<file path="src/rtl/mon_pkg.sv">
// Shared types and constants for the end-of-test store monitor.
package mon_pkg;

    // Verdict FSM states; RUN is the only non-terminal state.
    typedef enum logic [1:0] {
        ST_RUN,
        ST_PASS,
        ST_FAIL,
        ST_TIMEOUT
    } mon_state_e;

    // Width of the store and cycle counters.
    localparam int unsigned CNT_W = 16;

    // One logged store: address in the upper word, data in the lower word.
    typedef struct packed {
        logic [31:0] addr;
        logic [31:0] data;
    } log_entry_t;

    localparam int unsigned LOG_ENTRY_W = $bits(log_entry_t);

endpackage

</file>
<file path="src/rtl/store_log_fifo.sv">
// Store log: FWFT FIFO that drops its oldest entry when pushed while full.
module store_log_fifo
    import mon_pkg::*;
#(
    parameter int unsigned DEPTH = 8,
    parameter int unsigned WIDTH = LOG_ENTRY_W
) (
    input  logic             clk,
    input  logic             rst,
    input  logic             push,
    input  logic [WIDTH-1:0] wr_entry,
    input  logic             pop,
    output logic [WIDTH-1:0] rd_entry,
    output logic             empty,
    output logic             full,
    output logic             overflow
);

    localparam int unsigned AW = $clog2(DEPTH);

    logic [AW-1:0]    head_q, head_d;
    logic [AW-1:0]    tail_q, tail_d;
    logic [AW:0]      count_q, count_d;
    logic [WIDTH-1:0] mem_q [DEPTH];
    logic             do_pop;

    assign empty    = (count_q == '0);
    assign full     = (count_q == (AW+1)'(DEPTH));
    assign rd_entry = empty ? '0 : mem_q[head_q];

    // Pointer and occupancy update; a push into a full log advances the head
    // unless a real pop is already doing so.
    always_comb begin
        head_d   = head_q;
        tail_d   = tail_q;
        count_d  = count_q;
        do_pop   = pop && !empty;
        overflow = push && full && !do_pop;
        if (push) begin
            tail_d = tail_q + 1'b1;
        end
        if (do_pop || overflow) begin
            head_d = head_q + 1'b1;
        end
        if (push && !do_pop && !full) begin
            count_d = count_q + 1'b1;
        end else if (!push && do_pop) begin
            count_d = count_q - 1'b1;
        end
    end

    // Pointer and occupancy registers.
    always_ff @(posedge clk or posedge rst) begin
        if (rst) begin
            head_q  <= '0;
            tail_q  <= '0;
            count_q <= '0;
        end else begin
            head_q  <= head_d;
            tail_q  <= tail_d;
            count_q <= count_d;
        end
    end

    // Entry storage; contents are masked by empty so no reset is needed.
    always_ff @(posedge clk) begin
        if (push) begin
            mem_q[tail_q] <= wr_entry;
        end
    end

endmodule

</file>
<file path="src/rtl/mem_write_monitor.sv">
// End-of-test monitor: watches the data-memory store bus, logs stores and
// latches a sticky PASS / FAIL / TIMEOUT verdict.
module mem_write_monitor
    import mon_pkg::*;
#(
    parameter logic [31:0]      PASS_ADDR      = 32'd84,
    parameter logic [31:0]      PASS_DATA      = 32'd7,
    parameter logic [CNT_W-1:0] TIMEOUT_CYCLES = 16'd100,
    parameter int unsigned      LOG_DEPTH      = 8
) (
    input  logic              clk,
    input  logic              reset,
    input  logic              memwrite,
    input  logic [31:0]       dataadr,
    input  logic [31:0]       writedata,
    output logic              done,
    output logic              pass,
    output logic              fail,
    output logic              timeout,
    output logic [CNT_W-1:0]  store_count,
    output logic [CNT_W-1:0]  cycle_count,
    output logic              log_overflow,
    input  logic              rd_en,
    output logic              rd_valid,
    output logic [31:0]       rd_addr,
    output logic [31:0]       rd_data
);

    localparam logic [CNT_W-1:0] LAST_CYCLE = TIMEOUT_CYCLES - 16'd1;

    mon_state_e       state_q, state_d;
    logic [CNT_W-1:0] store_count_q, store_count_d;
    logic [CNT_W-1:0] cycle_count_q, cycle_count_d;
    logic             log_overflow_q, log_overflow_d;
    logic             accept;
    logic             fifo_overflow;
    logic             fifo_empty;
    logic             fifo_full;
    log_entry_t       wr_entry;
    log_entry_t       head_entry;

    assign accept        = (state_q == ST_RUN) && memwrite;
    assign wr_entry.addr = dataadr;
    assign wr_entry.data = writedata;

    store_log_fifo #(
        .DEPTH (LOG_DEPTH),
        .WIDTH (LOG_ENTRY_W)
    ) u_log (
        .clk      (clk),
        .rst      (reset),
        .push     (accept),
        .wr_entry (wr_entry),
        .pop      (rd_en),
        .rd_entry (head_entry),
        .empty    (fifo_empty),
        .full     (fifo_full),
        .overflow (fifo_overflow)
    );

    // Verdict decision and counter updates; a signature store beats timeout.
    always_comb begin
        state_d        = state_q;
        store_count_d  = store_count_q;
        cycle_count_d  = cycle_count_q;
        log_overflow_d = log_overflow_q | fifo_overflow;
        if (state_q == ST_RUN) begin
            if (accept && dataadr == PASS_ADDR) begin
                state_d = (writedata == PASS_DATA) ? ST_PASS : ST_FAIL;
            end else if (cycle_count_q == LAST_CYCLE) begin
                state_d = ST_TIMEOUT;
            end
            if (cycle_count_q != LAST_CYCLE) begin
                cycle_count_d = cycle_count_q + 1'b1;
            end
        end
        if (accept && store_count_q != '1) begin
            store_count_d = store_count_q + 1'b1;
        end
    end

    // State, counters and sticky overflow flag.
    always_ff @(posedge clk or posedge reset) begin
        if (reset) begin
            state_q        <= ST_RUN;
            store_count_q  <= '0;
            cycle_count_q  <= '0;
            log_overflow_q <= 1'b0;
        end else begin
            state_q        <= state_d;
            store_count_q  <= store_count_d;
            cycle_count_q  <= cycle_count_d;
            log_overflow_q <= log_overflow_d;
        end
    end

    assign done         = (state_q != ST_RUN);
    assign pass         = (state_q == ST_PASS);
    assign fail         = (state_q == ST_FAIL);
    assign timeout      = (state_q == ST_TIMEOUT);
    assign store_count  = store_count_q;
    assign cycle_count  = cycle_count_q;
    assign log_overflow = log_overflow_q;
    assign rd_valid     = !fifo_empty;
    assign rd_addr      = head_entry.addr;
    assign rd_data      = head_entry.data;

endmodule

</file>
<file path="config.mk">
export PLATFORM = sky130hd
export DESIGN_NAME = mem_write_monitor
export DESIGN_NICKNAME = d
export VERILOG_FILES = /design/src/rtl/mon_pkg.sv /design/src/rtl/store_log_fifo.sv /design/src/rtl/mem_write_monitor.sv
export SDC_FILE = /design/constraint.sdc
export NUM_CORES = 1
export LEC_CHECK = 0
export ABC_CLOCK_PERIOD_IN_PS = 18800
export CAP_MARGIN = 20
export CORE_MARGIN = 2
export CORE_UTILIZATION = 35
export CTS_BUF_LIST = sky130_fd_sc_hd__clkbuf_16
export CTS_CLUSTER_DIAMETER = 200
export DETAILED_ROUTE_END_ITERATION = 10
export GPL_TIMING_DRIVEN = 0
export MAX_ROUTING_LAYER = met4
export PLACE_DENSITY_LB_ADDON = 0.1
export SETUP_SLACK_MARGIN = 0.2
export SLEW_MARGIN = 25
export SYNTH_ARGS = -nofsm -noshare
export SYNTH_HDL_FRONTEND = slang
export SYNTH_SLANG_ARGS = --single-unit
</file>
<file path="constraint.sdc">
create_clock -name clk -period 18.8 [get_ports clk]
set_input_delay 3.76 -clock clk [delete_from_list [all_inputs] [get_ports clk]]
set_output_delay 3.76 -clock clk [all_outputs]
set_load 0.02 [all_outputs]
</file>
==> results of run 1 <==
## per-layer routing
metal | up-vias | track usage (%)
met3 | 68 | 3.41
met5 | - | -
li1 | 4886 | -
met2 | 235 | 26.8
met1 | 5863 | 22.8
met4 | 0 | 4.15
## stage by stage
step / util (%) / total power (W) / setup slack [ns]
4_1_cts: 44.2 / 0.00376 / 11.57
2_1_floorplan: - / 0.00214 / 8.25
3_3_place_gp: 39.8 / 0.00263 / 0.417
5_1_grt: 44.2 / 0.00386 / 11.48
6_report: 44.2 / 0.00369 / 11.65
3_5_place_dp: 41.2 / 0.00263 / 11.71
## critical path, delay by kind of cell (launching register included)
kind	cells	cell delay (ns)
buffers and inverters	3	1.70
and+or+nand+nor	1	0.29
muxes	2	0.42
DFF	1	0.38
## final timing paths
check / from / end / slack, ns / cells past startpoint
setup / recovery: u_log.head_q[1]$_DFFE_PP0P_ / rd_addr[21] / 11.65 / 6
hold / removal: log_overflow$_DFF_PP0_ / log_overflow$_DFF_PP0_ / 0.49 / 1
setup reg to reg: state_q[0]$_DFFE_PP0P_ / u_log.mem_q[1][36]$_DFFE_PP_ / 15.59 / 9
hold reg to reg: log_overflow$_DFF_PP0_ / log_overflow$_DFF_PP0_ / 0.49 / 1
max in group asynchronous: reset / u_log.head_q[2]$_DFFE_PP0P_ / 14.80 / 2
min in group asynchronous: reset / cycle_count[15]$_DFFE_PP0P_ / 3.58 / 2
## area by class of cell
cell class / count / area [um^2]
Fill cell: 5448 / 34400
Sequential cell: 557 / 16500
Multi-Input combinational cell: 435 / 5120
Timing Repair Buffer: 243 / 2470
Clock buffer: 60 / 1500
Tap cell: 837 / 1050
Clock inverter: 51 / 349
Buffer: 43 / 240
Inverter: 8 / 32.5
Antenna cell: 3 / 7.51
## logic make-up (layout without fill, tap and decap cells)
family	after synthesis	in the layout	share of synthesized area (%)
AND/OR/NAND/NOR	183	183	4.38
XOR/XNOR	36	36	1.44
adder cells (fa/ha/maj)	7	7	0.435
buffers and inverters	51	405	1.24
AO/OA/AOI/OAI	11	11	0.481
flip-flops	557	557	75.5
other	0	3	0
multiplexers	198	198	16.5
## registers in the layout, indices dropped and copies added (netlist names)
register	flops
cycle_count	16
u_log.mem_q	512
state_q	2
store_count	16
u_log.count_q	4
log_overflow	1
u_log.tail_q	3
u_log.head_q	3
## power by group
group | internal (W) | total [W] | switching (W)
sequential | 0.00136 | 0.00137 | 0.0000118
clock | 0.000642 | 0.00111 | 0.000471
combinational | 0.000569 | 0.00120 | 0.000634
## cell usage in the layout, fill, tap and decap left out, types with 12 or more instances in the layout
cell type	n
buf_2	33
edfxtp_1	512
xor2_1	14
inv_1	25
nor4_1	14
clkbuf_16	60
buf_4	53
mux2i_1	65
nand2_1	22
nor2_1	75
clkdlybuf4s50_1	169
mux4_2	128
nand4_1	12
clkinv_1	20
dfrtp_1	45
nand3_1	17
xnor2_1	22
==> metrics.csv, run 1 <==
stage,metric,value,unit
pwr,p_per_area,135,nW/um^2
detailed_routing,wl_met1,23600,um
sta,report.final.hold_viol_count,0,
grt,grt.total_usage,17.0,%
synth,ys_ff_latch,557,
synth,yosysSeqAreaShare,75.5,%
pwr,peakVddDrop,0.0878,mV
detailed_routing,drtIter0Drc,849,
sta,setup_violations,0,
synth,syn-cell-area,21800,um^2
critical_path,critPathMaxFanout,10,
cts,clockBufferDepth,3,
synth,yosys.area.top_type_share,70.4,%
status,outcome,"complete, no violations",
synth,synth-edff-count,512,
cts,cts-root-buf,clkbuf_16,
detailed_routing,drcViolationCount,0,
critical_path,cp-start-kind,flip-flop,
critical_path,critPathKind,reg -> out,
job,drv_cap,0,
cts,post_cts_resized,0,
detailed_routing,route.met3.wl,2510,um
synth,async_flop_share,8.08,%
sta,finalMaxSlewViolations,0,
detailed_routing,dr.pass1.iters,5,
sta,period_minus_slack,7.15,ns
sta,skew,0.0162,ns
detailed_routing,finalWirelength,52600,um
sta,whs,0.486,ns
cts,clock_sinks,557,
floorplan,fp.dieW,254,um
sta,fin_crit_sh,38.0,%
sta,relSlewSlack,32.2,%
grt,antenna_found_initial,2,
grt,grt_max_degree,46,
min_path,min_path_type,reg -> reg,
detailed_routing,wl_met2,25600,um
placed_design,dp.cells,2123,
cts,numCtsBuffers,59,
placed_design,placed_area,25400,um^2
synth,synthTopCellsByArea,"edfxtp_1, mux4_2, dfrtp_1",
cts,cts_tree,built,
synth,yosysMostFrequentCell,edfxtp_1,
final_layout,stdcell_count,2237,
synth,ys.flop_type,edfxtp_1,
synth,synth.avg_cell_area,20.9,um^2
sta,worst_pin_slew,1.00,ns
grt,grt-ovfl-total,0,
synth,synth.distinct_cells,53,
final_layout,drive_gt1_share,24.2,%
synth,yosys.area.top_type,edfxtp_1,
sta,clock.fmax,140,MHz
detailed_routing,antenna_left,0,
synth,synthTopCellsByCount,"edfxtp_1, mux4_2, nor2_1",
placed_design,hpwl,35400,um
final_layout,final_area,27300,um^2
floorplan,core-area,61700,um^2
critical_path,crit_required,15.04,ns
synth,synthCells,1043,
cts,cts_max_level,2,
floorplan,chipHeight,254,um
cts,clk_pin_slew,0.06,ns
placed_design,portBuffers,169,
cts,postCtsSetupRepairBufs,0,
detailed_routing,vias,11100,
sta,setup_tns,0,ns
critical_path,cpMaxStageDelayCell,buf_1,
critical_path,worstPathArrival,3.39,ns
floorplan,die_area,64400,um^2
cts,clock_latency,0.61,ns
sta,rsz0062_at_grt,no,
detailed_routing,top_layer,met4,
floorplan,ios,170,
final_layout,area_growth,24.8,%
detailed_routing,avgViaCountPerCell,4.94,
placed_design,gp_congestion,0.735,
synth,synth_nets,1118,
floorplan,rows,91,
grt,grt_pass1_vias,11700,
floorplan,initial_utilization,35.4,%
critical_path,crit_path_end_kind,primary output,
detailed_routing,post_drt_wl_per_cell,23.5,um
critical_path,slowest_delay,0.68,ns
synth,synth_warnings,0,
final_layout,nets,1422,
pwr,p_leak,9.27,nW
critical_path,crit_chain,buf_2 -> buf_1 -> mux4_2 -> mux2i_1 -> nor2_1 -> clkdlybuf4s50_1,
grt,grt_pass1_wl,77700,um
cts,hold_buffers,0,
Note: power is estimated with default switching activity, not from simulation.
==> inputs of run 2 (changes only) <==
--- a/config.mk
+++ b/config.mk
@@ -5,7 +5,7 @@
 export SDC_FILE = /design/constraint.sdc
 export NUM_CORES = 1
 export LEC_CHECK = 0
-export ABC_CLOCK_PERIOD_IN_PS = 18800
+export ABC_CLOCK_PERIOD_IN_PS = 7400
 export CAP_MARGIN = 20
 export CORE_MARGIN = 2
 export CORE_UTILIZATION = 35
==> constraint.sdc (replaced) <==
create_clock -name clk -period 7.4 [get_ports clk]
set_input_delay 1.48 -clock clk [delete_from_list [all_inputs] [get_ports clk]]
set_output_delay 1.48 -clock clk [all_outputs]
set_load 0.02 [all_outputs]
==> metrics.csv, run 2 (synthesis gave the netlist of run 1 again) <==
stage,metric,value,unit,change
critical_path,cp-start-kind,flip-flop,,unchanged
pwr,p_per_area,338,nW/um^2,was 135 nW/um^2
critical_path,crit_chain,buf_2 -> buf_1 -> mux4_2 -> mux2i_1 -> nor2_1 -> clkdlybuf4s50_1,,unchanged
floorplan,chipHeight,254,um,unchanged
cts,cts_tree,built,,unchanged
critical_path,r2r_slack,4.50,ns,was 15.59 ns
critical_path,slowest_delay,0.68,ns,about the same
critical_path,critPathMaxFanout,10,,unchanged
pwr,peakVddDrop,0.161,mV,was 0.0878 mV
detailed_routing,drtIter0Drc,715,,was 849
floorplan,ios,170,,unchanged
placed_design,hpwl,35100,um,was 35400 um
final_layout,fin_util,43.9,%,was 44.2%
grt,grt_max_degree,26,,was 46
cts,clock_sinks,557,,unchanged
pwr,design_power_total,0.00917,W,was 0.00369 W
sta,period_minus_slack,4.74,ns,
detailed_routing,drcViolationCount,0,,unchanged
pwr,p_leak,9.18,nW,was 9.27 nW
grt,grt_pass1_wl,78200,um,was 77700 um
final_layout,final_cell_mix,"edfxtp_1, clkdlybuf4s50_1, mux4_2",,unchanged
grt,antenna_found_initial,2,,unchanged
detailed_routing,avgViaCountPerCell,4.94,,about the same
cts,post_cts_resized,0,,unchanged
floorplan,initial_utilization,35.4,%,unchanged
final_layout,layout_commonest_cell,edfxtp_1,,unchanged
final_layout,drive_gt1_share,23.4,%,was 24.2%
grt,grt-ovfl-total,0,,unchanged
cts,postCtsSetupRepairBufs,0,,unchanged
sta,report.final.hold_viol_count,0,,unchanged
cts,cts-root-buf,clkbuf_16,,unchanged
floorplan,die_area,64400,um^2,unchanged
detailed_routing,vias,11000,,was 11100
final_layout,seqCellArea,16500,um^2,unchanged
grt,grt.total_usage,17.1,%,was 17.0%
final_layout,regMostFlops,u_log.mem_q,,unchanged
job,drv_cap,0,,unchanged
sta,relSlewSlack,30.0,%,was 32.2%
grt,top_usage_layer,met2,,unchanged
status,outcome,"complete, no violations",,unchanged
sta,clock.fmax,211,MHz,
floorplan,rows,91,,unchanged
critical_path,worst-path-buf-inv,3,,unchanged
grt,grt_use_met2,26.5,%,was 26.8%
critical_path,critPathTopFamily,buffers and inverters,,unchanged
final_layout,area_growth,24.1,%,was 24.8%
final_layout,nets,1414,,was 1422
cts,clk_pin_slew,0.06,ns,about the same
critical_path,crit_path_end_kind,primary output,,unchanged
critical_path,crit_required,5.92,ns,was 15.04 ns
grt,grt_pass1_vias,11700,,about the same
floorplan,core-area,61700,um^2,unchanged
cts,clock_latency,0.60,ns,was 0.61 ns
detailed_routing,finalWirelength,52800,um,was 52600 um
sta,finalMaxSlewViolations,0,,unchanged
critical_path,critPathKind,reg -> out,,unchanged
sta,worst_pin_slew,1.04,ns,was 1.00 ns
sta,rsz0062_at_grt,no,,unchanged
detailed_routing,post_drt_wl_per_cell,23.8,um,was 23.5 um
grt,use_met3,3.47,%,was 3.41%
cts,clockBufferDepth,3,,unchanged
sta,setup_tns,0,ns,unchanged
sta,fin_crit_sh,64.1,%,
sta,setup_violations,0,,unchanged
placed_design,portBuffers,169,,unchanged
final_layout,largest_register_ffs,512,,unchanged
floorplan,fp.dieW,254,um,unchanged
cts,numCtsBuffers,59,,unchanged
final_layout,fillers,5445,,was 5448
cts,cts_max_level,2,,unchanged
placed_design,gp_congestion,0.744,,was 0.735
grt,grt_use_met1,23.5,%,was 22.8%
detailed_routing,dr.pass1.iters,4,,was 5
sta,skew,0.0104,ns,was 0.0162 ns
critical_path,worstPathArrival,3.26,ns,was 3.39 ns
critical_path,cpMaxStageDelayCell,clkdlybuf4s50_1,,was buf_1
min_path,min_path_type,reg -> reg,,unchanged
final_layout,multi_input_area,5130,um^2,was 5120 um^2
cts,hold_buffers,0,,unchanged
detailed_routing,antenna_left,0,,unchanged
run 2: changes by cell type in the layout (fill, tap and decap cells not counted), moves of 4 or more:
cell and change:
inv_1 +8, buf_16 -4, buf_2 -12, clkinv_1 -7, buf_12 +5, buf_4 -7, buf_6 +12, bufinv_16 -5
run 2: per-layer routing:
layer,up-vias,routed length (um),share of wire [%]
li1,4855,-,-
met1,5845,24300,46
met2,216,25300,48
met3,59,2420,4.6
met4,0,901,1.7
met5,-,0,0
run 2: area by class of cell:
type | count | share of cell area (%)
sequential | 557 | 60.9
multi-input combinational | 435 | 18.9
timing repair buffer | 235 | 9.04
clock buffer | 61 | 5.63
tap | 837 | 3.86
buffer | 43 | 0.886
clock inverter | 44 | 0.646
inverter | 8 | 0.111
antenna | 2 | 0.0185
run 2: report_power, final:
| group | internal [W] | switching, W | leakage, nW |
|---|---|---|---|
| clock | 0.00147 | 0.00115 | 0.931 |
| sequential | 0.00346 | 0.0000306 | 5.21 |
| combinational | 0.00145 | 0.00161 | 3.04 |
| total | 0.00637 | 0.00280 | 9.18 |
run 2: path summary, 6_finish.rpt:
kind                                              from                      endpoint  cells after the start
hold / removal                  log_overflow$_DFF_PP0_        log_overflow$_DFF_PP0_                      1
max in group asynchronous                        reset  u_log.count_q[2]$_DFFE_PP0P_                      3
min in group asynchronous                        reset   cycle_count[13]$_DFFE_PP0P_                      2
setup reg to reg                state_q[0]$_DFFE_PP0P_  u_log.mem_q[1][41]$_DFFE_PP_                      8
setup / recovery           u_log.head_q[1]$_DFFE_PP0P_                   rd_addr[19]                      6
hold reg to reg                 log_overflow$_DFF_PP0_        log_overflow$_DFF_PP0_                      1
run 2: metrics by stage:
| step | cells | cell area, um^2 | setup WS [ns] | hold slack (ns) |
|---|---|---|---|---|
| global placement | 2049 | 24600 | -5.80 | 0.465 |
| floorplan | 1043 | 21800 | 0.516 | 0.533 |
| CTS | 2220 | 27100 | 2.52 | 0.501 |
| finish | 2222 | 27100 | 2.66 | 0.500 |
| global route | 2222 | 27100 | 2.46 | 0.509 |
| detailed placement | 2115 | 25400 | 2.85 | 0.473 |
==> inputs of run 3 (changes only) <==
--- a/config.mk
+++ b/config.mk
@@ -5,7 +5,7 @@
 export SDC_FILE = /design/constraint.sdc
 export NUM_CORES = 1
 export LEC_CHECK = 0
-export ABC_CLOCK_PERIOD_IN_PS = 7400
+export ABC_CLOCK_PERIOD_IN_PS = 4300
 export CAP_MARGIN = 20
 export CORE_MARGIN = 2
 export CORE_UTILIZATION = 35
==> constraint.sdc (replaced) <==
create_clock -name clk -period 4.3 [get_ports clk]
set_input_delay 0.86 -clock clk [delete_from_list [all_inputs] [get_ports clk]]
set_output_delay 0.86 -clock clk [all_outputs]
set_load 0.02 [all_outputs]
==> metrics.csv, run 3 (synthesis gave the netlist of run 1 again) <==
stage,metric,value,unit,change
status,outcome,"complete, no violations",,unchanged
critical_path,endpoint,rd_addr[29],,was rd_addr[19]
pwr,pwr-share-seq,37.3,%,was 38.0%
final_layout,layout_commonest_cell,edfxtp_1,,unchanged
critical_path,r2r-start,state_q[0]$_DFFE_PP0P_,,unchanged
job,drv_cap,0,,unchanged
pwr,swShare,30.4,%,was 30.5%
cts,clock_latency,0.62,ns,was 0.60 ns
detailed_routing,antenna_left,0,,unchanged
final_layout,final_cell_mix,"edfxtp_1, clkdlybuf4s50_1, mux4_2",,unchanged
critical_path,slowest_delay,0.55,ns,was 0.68 ns
placed_design,gp_congestion,0.753,,was 0.744
pwr,p_leak,9.25,nW,was 9.18 nW
grt,antenna_found_initial,4,,was 2
final_layout,nets,1415,,was 1414
pwr,p_int,0.0112,W,was 0.00637 W
critical_path,critPathMaxFanout,10,,unchanged
floorplan,die_area,64400,um^2,unchanged
critical_path,critPathTopFamily,buffers and inverters,,unchanged
detailed_routing,dr.pass1.iters,5,,was 4
sta,worst_pin_slew,1.01,ns,was 1.04 ns
cts,clk_pin_slew,0.06,ns,about the same
critical_path,cp-start-kind,flip-flop,,unchanged
detailed_routing,post_drt_wl_per_cell,23.7,um,was 23.8 um
pwr,pwr-share-clk,30.0,%,was 28.6%
pwr,p_per_area,589,nW/um^2,was 338 nW/um^2
sta,report.final.hold_viol_count,0,,unchanged
sta,fin_crit_sh,91.9,%,
floorplan,core-area,61700,um^2,unchanged
cts,cts_max_level,2,,unchanged
detailed_routing,vias,11000,,about the same
detailed_routing,drcViolationCount,0,,unchanged
critical_path,r2r_slack,1.49,ns,was 4.50 ns
cts,clock_sinks,557,,unchanged
pwr,p_sw,0.00490,W,was 0.00280 W
placed_design,hpwl,35200,um,was 35100 um
detailed_routing,avgViaCountPerCell,4.92,,was 4.94
cts,numCtsBuffers,59,,unchanged
critical_path,crit_path_frequent_cell,buf_4,,
cts,clockBufferDepth,3,,unchanged
final_layout,area_growth,25.2,%,was 24.1%
critical_path,rr_endpoint,u_log.mem_q[7][21]$_DFFE_PP_,,was u_log.mem_q[1][41]$_DFFE_PP_
floorplan,fp.dieW,254,um,unchanged
grt,grt.total_usage,17.1,%,about the same
critical_path,worst-path-buf-inv,3,,unchanged
critical_path,worstPathArrival,3.09,ns,was 3.26 ns
critical_path,crit_required,3.44,ns,was 5.92 ns
floorplan,ios,170,,unchanged
cts,cts-root-buf,clkbuf_16,,unchanged
cts,cts_tree,built,,unchanged
pwr,peakVddDrop,0.332,mV,was 0.161 mV
detailed_routing,finalWirelength,52800,um,about the same
cts,postCtsSetupRepairBufs,0,,unchanged
final_layout,fin_util,44.3,%,was 43.9%
grt,grt_pass1_vias,11600,,was 11700
sta,rsz0062_at_grt,no,,unchanged
cts,hold_buffers,0,,unchanged
final_layout,regMostFlops,u_log.mem_q,,unchanged
critical_path,crit_path_end_kind,primary output,,unchanged
detailed_routing,drtIter0Drc,680,,was 715
pwr,p_comb_share,32.7,%,was 33.4%
placed_design,dp.cells,2116,,was 2115
grt,grt_pass1_wl,77900,um,was 78200 um
floorplan,rows,91,,unchanged
critical_path,critPathKind,reg -> out,,unchanged
critical_path,r2r_cells,7,,was 8
sta,clock.fmax,253,MHz,
grt,grt_max_degree,27,,was 26
sta,period_minus_slack,3.95,ns,
floorplan,chipHeight,254,um,unchanged
placed_design,portBuffers,169,,unchanged
min_path,min_path_type,reg -> reg,,unchanged
sta,setup_violations,0,,unchanged
critical_path,cp_num_cells,6,,unchanged
floorplan,initial_utilization,35.4,%,unchanged
critical_path,startpoint,u_log.head_q[0]$_DFFE_PP0P_,,was u_log.head_q[1]$_DFFE_PP0P_
cts,post_cts_resized,9,,was 0
critical_path,crit_chain,buf_4 -> buf_4 -> mux4_2 -> mux2i_1 -> nor2_1 -> clkdlybuf4s50_1,,was buf_2 -> buf_1 -> mux4_2 -> mux2i_1 -> nor2_1 -> clkdlybuf4s50_1
critical_path,cpMaxStageDelayCell,clkdlybuf4s50_1,,unchanged
final_layout,drive_gt1_share,24.9,%,was 23.4%
sta,finalMaxSlewViolations,0,,unchanged
final_layout,largest_register_ffs,512,,unchanged
final_layout,stdcell_count,2230,,was 2222
grt,grt-ovfl-total,0,,unchanged
sta,skew,0.0318,ns,was 0.0104 ns
sta,relSlewSlack,32.7,%,was 30.0%
## run 3: changes by cell type in the layout (fill, tap and decap cells not counted), moves of 5 or more
cell and change:
buf_16 +6, buf_4 +5, buf_6 -7, clkinv_2 +10
inv_1 -12
## run 3: worst min-delay path by stage
| stage | slack [ns] | endpoint | depth (start not counted) | from |
|---|---|---|---|---|
| after floorplan | 0.56 | u_log.tail_q[0]$_DFFE_PP0P_ | 1 | u_log.tail_q[0]$_DFFE_PP0P_ |
| after global placement | 0.46 | log_overflow$_DFF_PP0_ | 1 | log_overflow$_DFF_PP0_ |
| after detailed placement | 0.47 | log_overflow$_DFF_PP0_ | 1 | log_overflow$_DFF_PP0_ |
| after CTS | 0.50 | log_overflow$_DFF_PP0_ | 1 | log_overflow$_DFF_PP0_ |
| after global routing | 0.52 | store_count[15]$_DFFE_PP0P_ | 1 | store_count[15]$_DFFE_PP0P_ |
| final | 0.48 | log_overflow$_DFF_PP0_ | 1 | log_overflow$_DFF_PP0_ |
## run 3: cell type report
type	count	area [um^2]
clock buffer	60	1500
multi-input combinational	435	5140
antenna	4	10.0
clock inverter	50	332
fill	5453	34400
buffer	43	253
inverter	8	30.0
sequential	557	16500
timing repair buffer	236	2520
tap	837	1050
## run 3: worst reg2reg max path, cell delays in order, from the launching register on
cell and delay (ns):
dfrtp_1 0.46, nor3b_2 0.46, buf_6 0.21, nand2_1 0.23
nor2_4 0.54, buf_16 0.24, buf_16 0.18, buf_16 0.18
## run 3: per-layer routing
metal / global-route usage (%) / vias up / routed length, um
li1: - / 4866 / -
met3: 3.43 / 56 / 2540
met1: 22.4 / 5811 / 23400
met5: - / - / 0
met4: 3.71 / 0 / 785
met2: 27.6 / 239 / 26000
## run 3: power groups by stage
stage,logic [W],clock network (W),registers [W]
2_1_floorplan,0.00326,0,0.00611
3_3_place_gp,0.00538,0,0.00612
3_5_place_dp,0.00539,0,0.00612
4_1_cts,0.00542,0.00497,0.00600
5_1_grt,0.00562,0.00517,0.00601
6_report,0.00526,0.00484,0.00600
## run 3: metrics by stage
step                hold WS, ns  setup WS (ns)  cell area, um^2  setup TNS (ns)  power (W)
floorplan                 0.561          -1.62            21900         -350.74    0.00936
CTS                       0.499          0.236            27300               0     0.0164
global placement          0.461          -7.87            24600        -2384.96     0.0115
finish                    0.485          0.349            27300               0     0.0161
global route              0.519          0.223            27300               0     0.0168
detailed placement        0.470          0.399            25500               0     0.0115
==> RTL edit, RTL diff (config.mk and constraints of run 2) <==
Set the parameter `LOG_DEPTH` to 10 (it was 8).
--- a/src/rtl/mem_write_monitor.sv
+++ b/src/rtl/mem_write_monitor.sv
@@ -7,5 +7,5 @@
     parameter logic [31:0]      PASS_DATA      = 32'd7,
     parameter logic [CNT_W-1:0] TIMEOUT_CYCLES = 16'd100,
-    parameter int unsigned      LOG_DEPTH      = 8
+    parameter int unsigned      LOG_DEPTH      = 10
 ) (
     input  logic              clk,
Check against the original RTL: no difference found for any inputs over 4 cycles, from zero or initial values and one cycle with reset high; that may be too few to reach the edited logic, so the function may still have changed.
==> RTL edit against run 2 <==
Final area increased by 21%; sequential cell count increased by 131; setup slack got worse by 1.3 ns; synthesized cell count increased by 30%; first-iteration DRC count increased by 48%; clock skew increased by 0.0058 ns; synthesized area increased by 24%; sequential share of layout area increased by 1.4 points; routed wire length increased by 32%; global-route usage increased by 1.4 points; critical endpoint is now rd_addr[1]; largest cell class unchanged.
Power is not compared: it rests on default switching activity, and its combinational part moved more than twofold at a synthesized area within 25%.
==> RTL edit: results (changes against run 2) <==
[place]
gp_congestion=0.765  ; +2.8%
placedInstanceArea_mm2=0.0305  ; +20%
place_ws_ns=1.96  ; -0.898 ns
place_inst=2570  ; +22%
dpl.hpwl_um=43600  ; +24%

[logic_synthesis]
synth_fp_nets=1431  ; +28%
synth_area_per_cell_um2=20.0  ; -4.5%
synth_compound_area_frac=0.0390  ; +0.0342
ys_types=47  ; -11%
synthAdderAreaFrac=0.00537  ; +0.00102
synth_xor_area_frac=0.0130  ; -0.00148
synthTopCellsByCount=edfxtp_1 (640), a211oi_1 (128), mux4_2 (128)
synth_area_leaders=edfxtp_1 (71%), mux4_2 (11%), dfrtp_1 (4.4%), a211oi_1 (3.6%), mux2i_1 (2.4%)
synth-edff-count=640  ; +25%
async_flop_share=0.0698  ; -0.0110
synthMuxAreaShare=0.133  ; -0.0317

[clock_tree]
cts_max_level=3  ; +1

[drt]
vias=13861  ; +26%
wl_met2_um=35000  ; +39%
drt-pass1-iter-count=5  ; +1
initialDrtViolationCount=1059  ; +48%

[layout]
drive_above_1_share=0.171  ; -0.0623
largest_register_ffs=640  ; +25%
fillers=6717  ; +23%
instances_no_fill=2711  ; +22%

[worst_setup_path]
crit_end=rd_addr[1]
r2r_slack_ns=4.55  ; +0.05 ns
rr_worst_depth=5  ; -3
cp.buffers_inverters=4  ; +1
cpPeakStageDelay_ns=0.74  ; +0.06 ns

[global_routing]
grt_use_met2=0.302  ; +0.0372
grt_pass1_wl_um=103000  ; +31%
met3_usage=0.0297  ; -0.00506
grt_pass1_vias=14949  ; +28%
grt_max_degree=49  ; +88%

[status]
status=finished clean

[timing]
fin_skew_ns=0.0162  ; +0.00582 ns
fin_ws_ns=1.35  ; -1.31 ns

[RTL edit: cell types whose count changed after synthesis, moves of 4 or more]
cell | before | now
a211oi_1 | 0 | 128
and2_1 | 3 | 10
buf_1 | 4 | 8
buf_4 | 12 | 5
clkbuf_1 | 5 | 39
edfxtp_1 | 512 | 640
ha_1 | 6 | 10
nand3_1 | 17 | 9
nor2_1 | 78 | 26
nor2b_1 | 1 | 65
xor2_1 | 14 | 21
[RTL edit: cell type report]
cell class / instances / share of cell area
diodes: 5 / 0.000382
plain buffers: 72 / 0.00977
repair buffers: 188 / 0.0641
inverters: 12 / 0.00145
flip-flops and latches: 688 / 0.623
clock inverters: 55 / 0.00832
clock buffers: 81 / 0.0619
well taps: 1030 / 0.0393
multi-input cells: 580 / 0.192
[RTL edit: how the worst min path moves through the flow]
stage,startpoint,endpoint,slack [ns],cells after the start
global placement,log_overflow$_DFF_PP0_,log_overflow$_DFF_PP0_,0.45,1
global route,log_overflow$_DFF_PP0_,log_overflow$_DFF_PP0_,0.50,1
detailed placement,log_overflow$_DFF_PP0_,log_overflow$_DFF_PP0_,0.46,1
floorplan,u_log.count_q[4]$_DFFE_PP0P_,u_log.count_q[4]$_DFFE_PP0P_,0.45,1
finish,log_overflow$_DFF_PP0_,log_overflow$_DFF_PP0_,0.47,1
CTS,log_overflow$_DFF_PP0_,log_overflow$_DFF_PP0_,0.48,1
[RTL edit: cell families (layout without fill, tap and decap cells)]
family                   Yosys count  in the layout
flip-flops                       688            688
multiplexers                     198            198
AND/OR/NAND/NOR                  190            190
AO/OA/AOI/OAI                    141            141
buffers and inverters             84            408
XOR/XNOR                          40             40
adder cells (fa/ha/maj)           11             11
other                              0              5
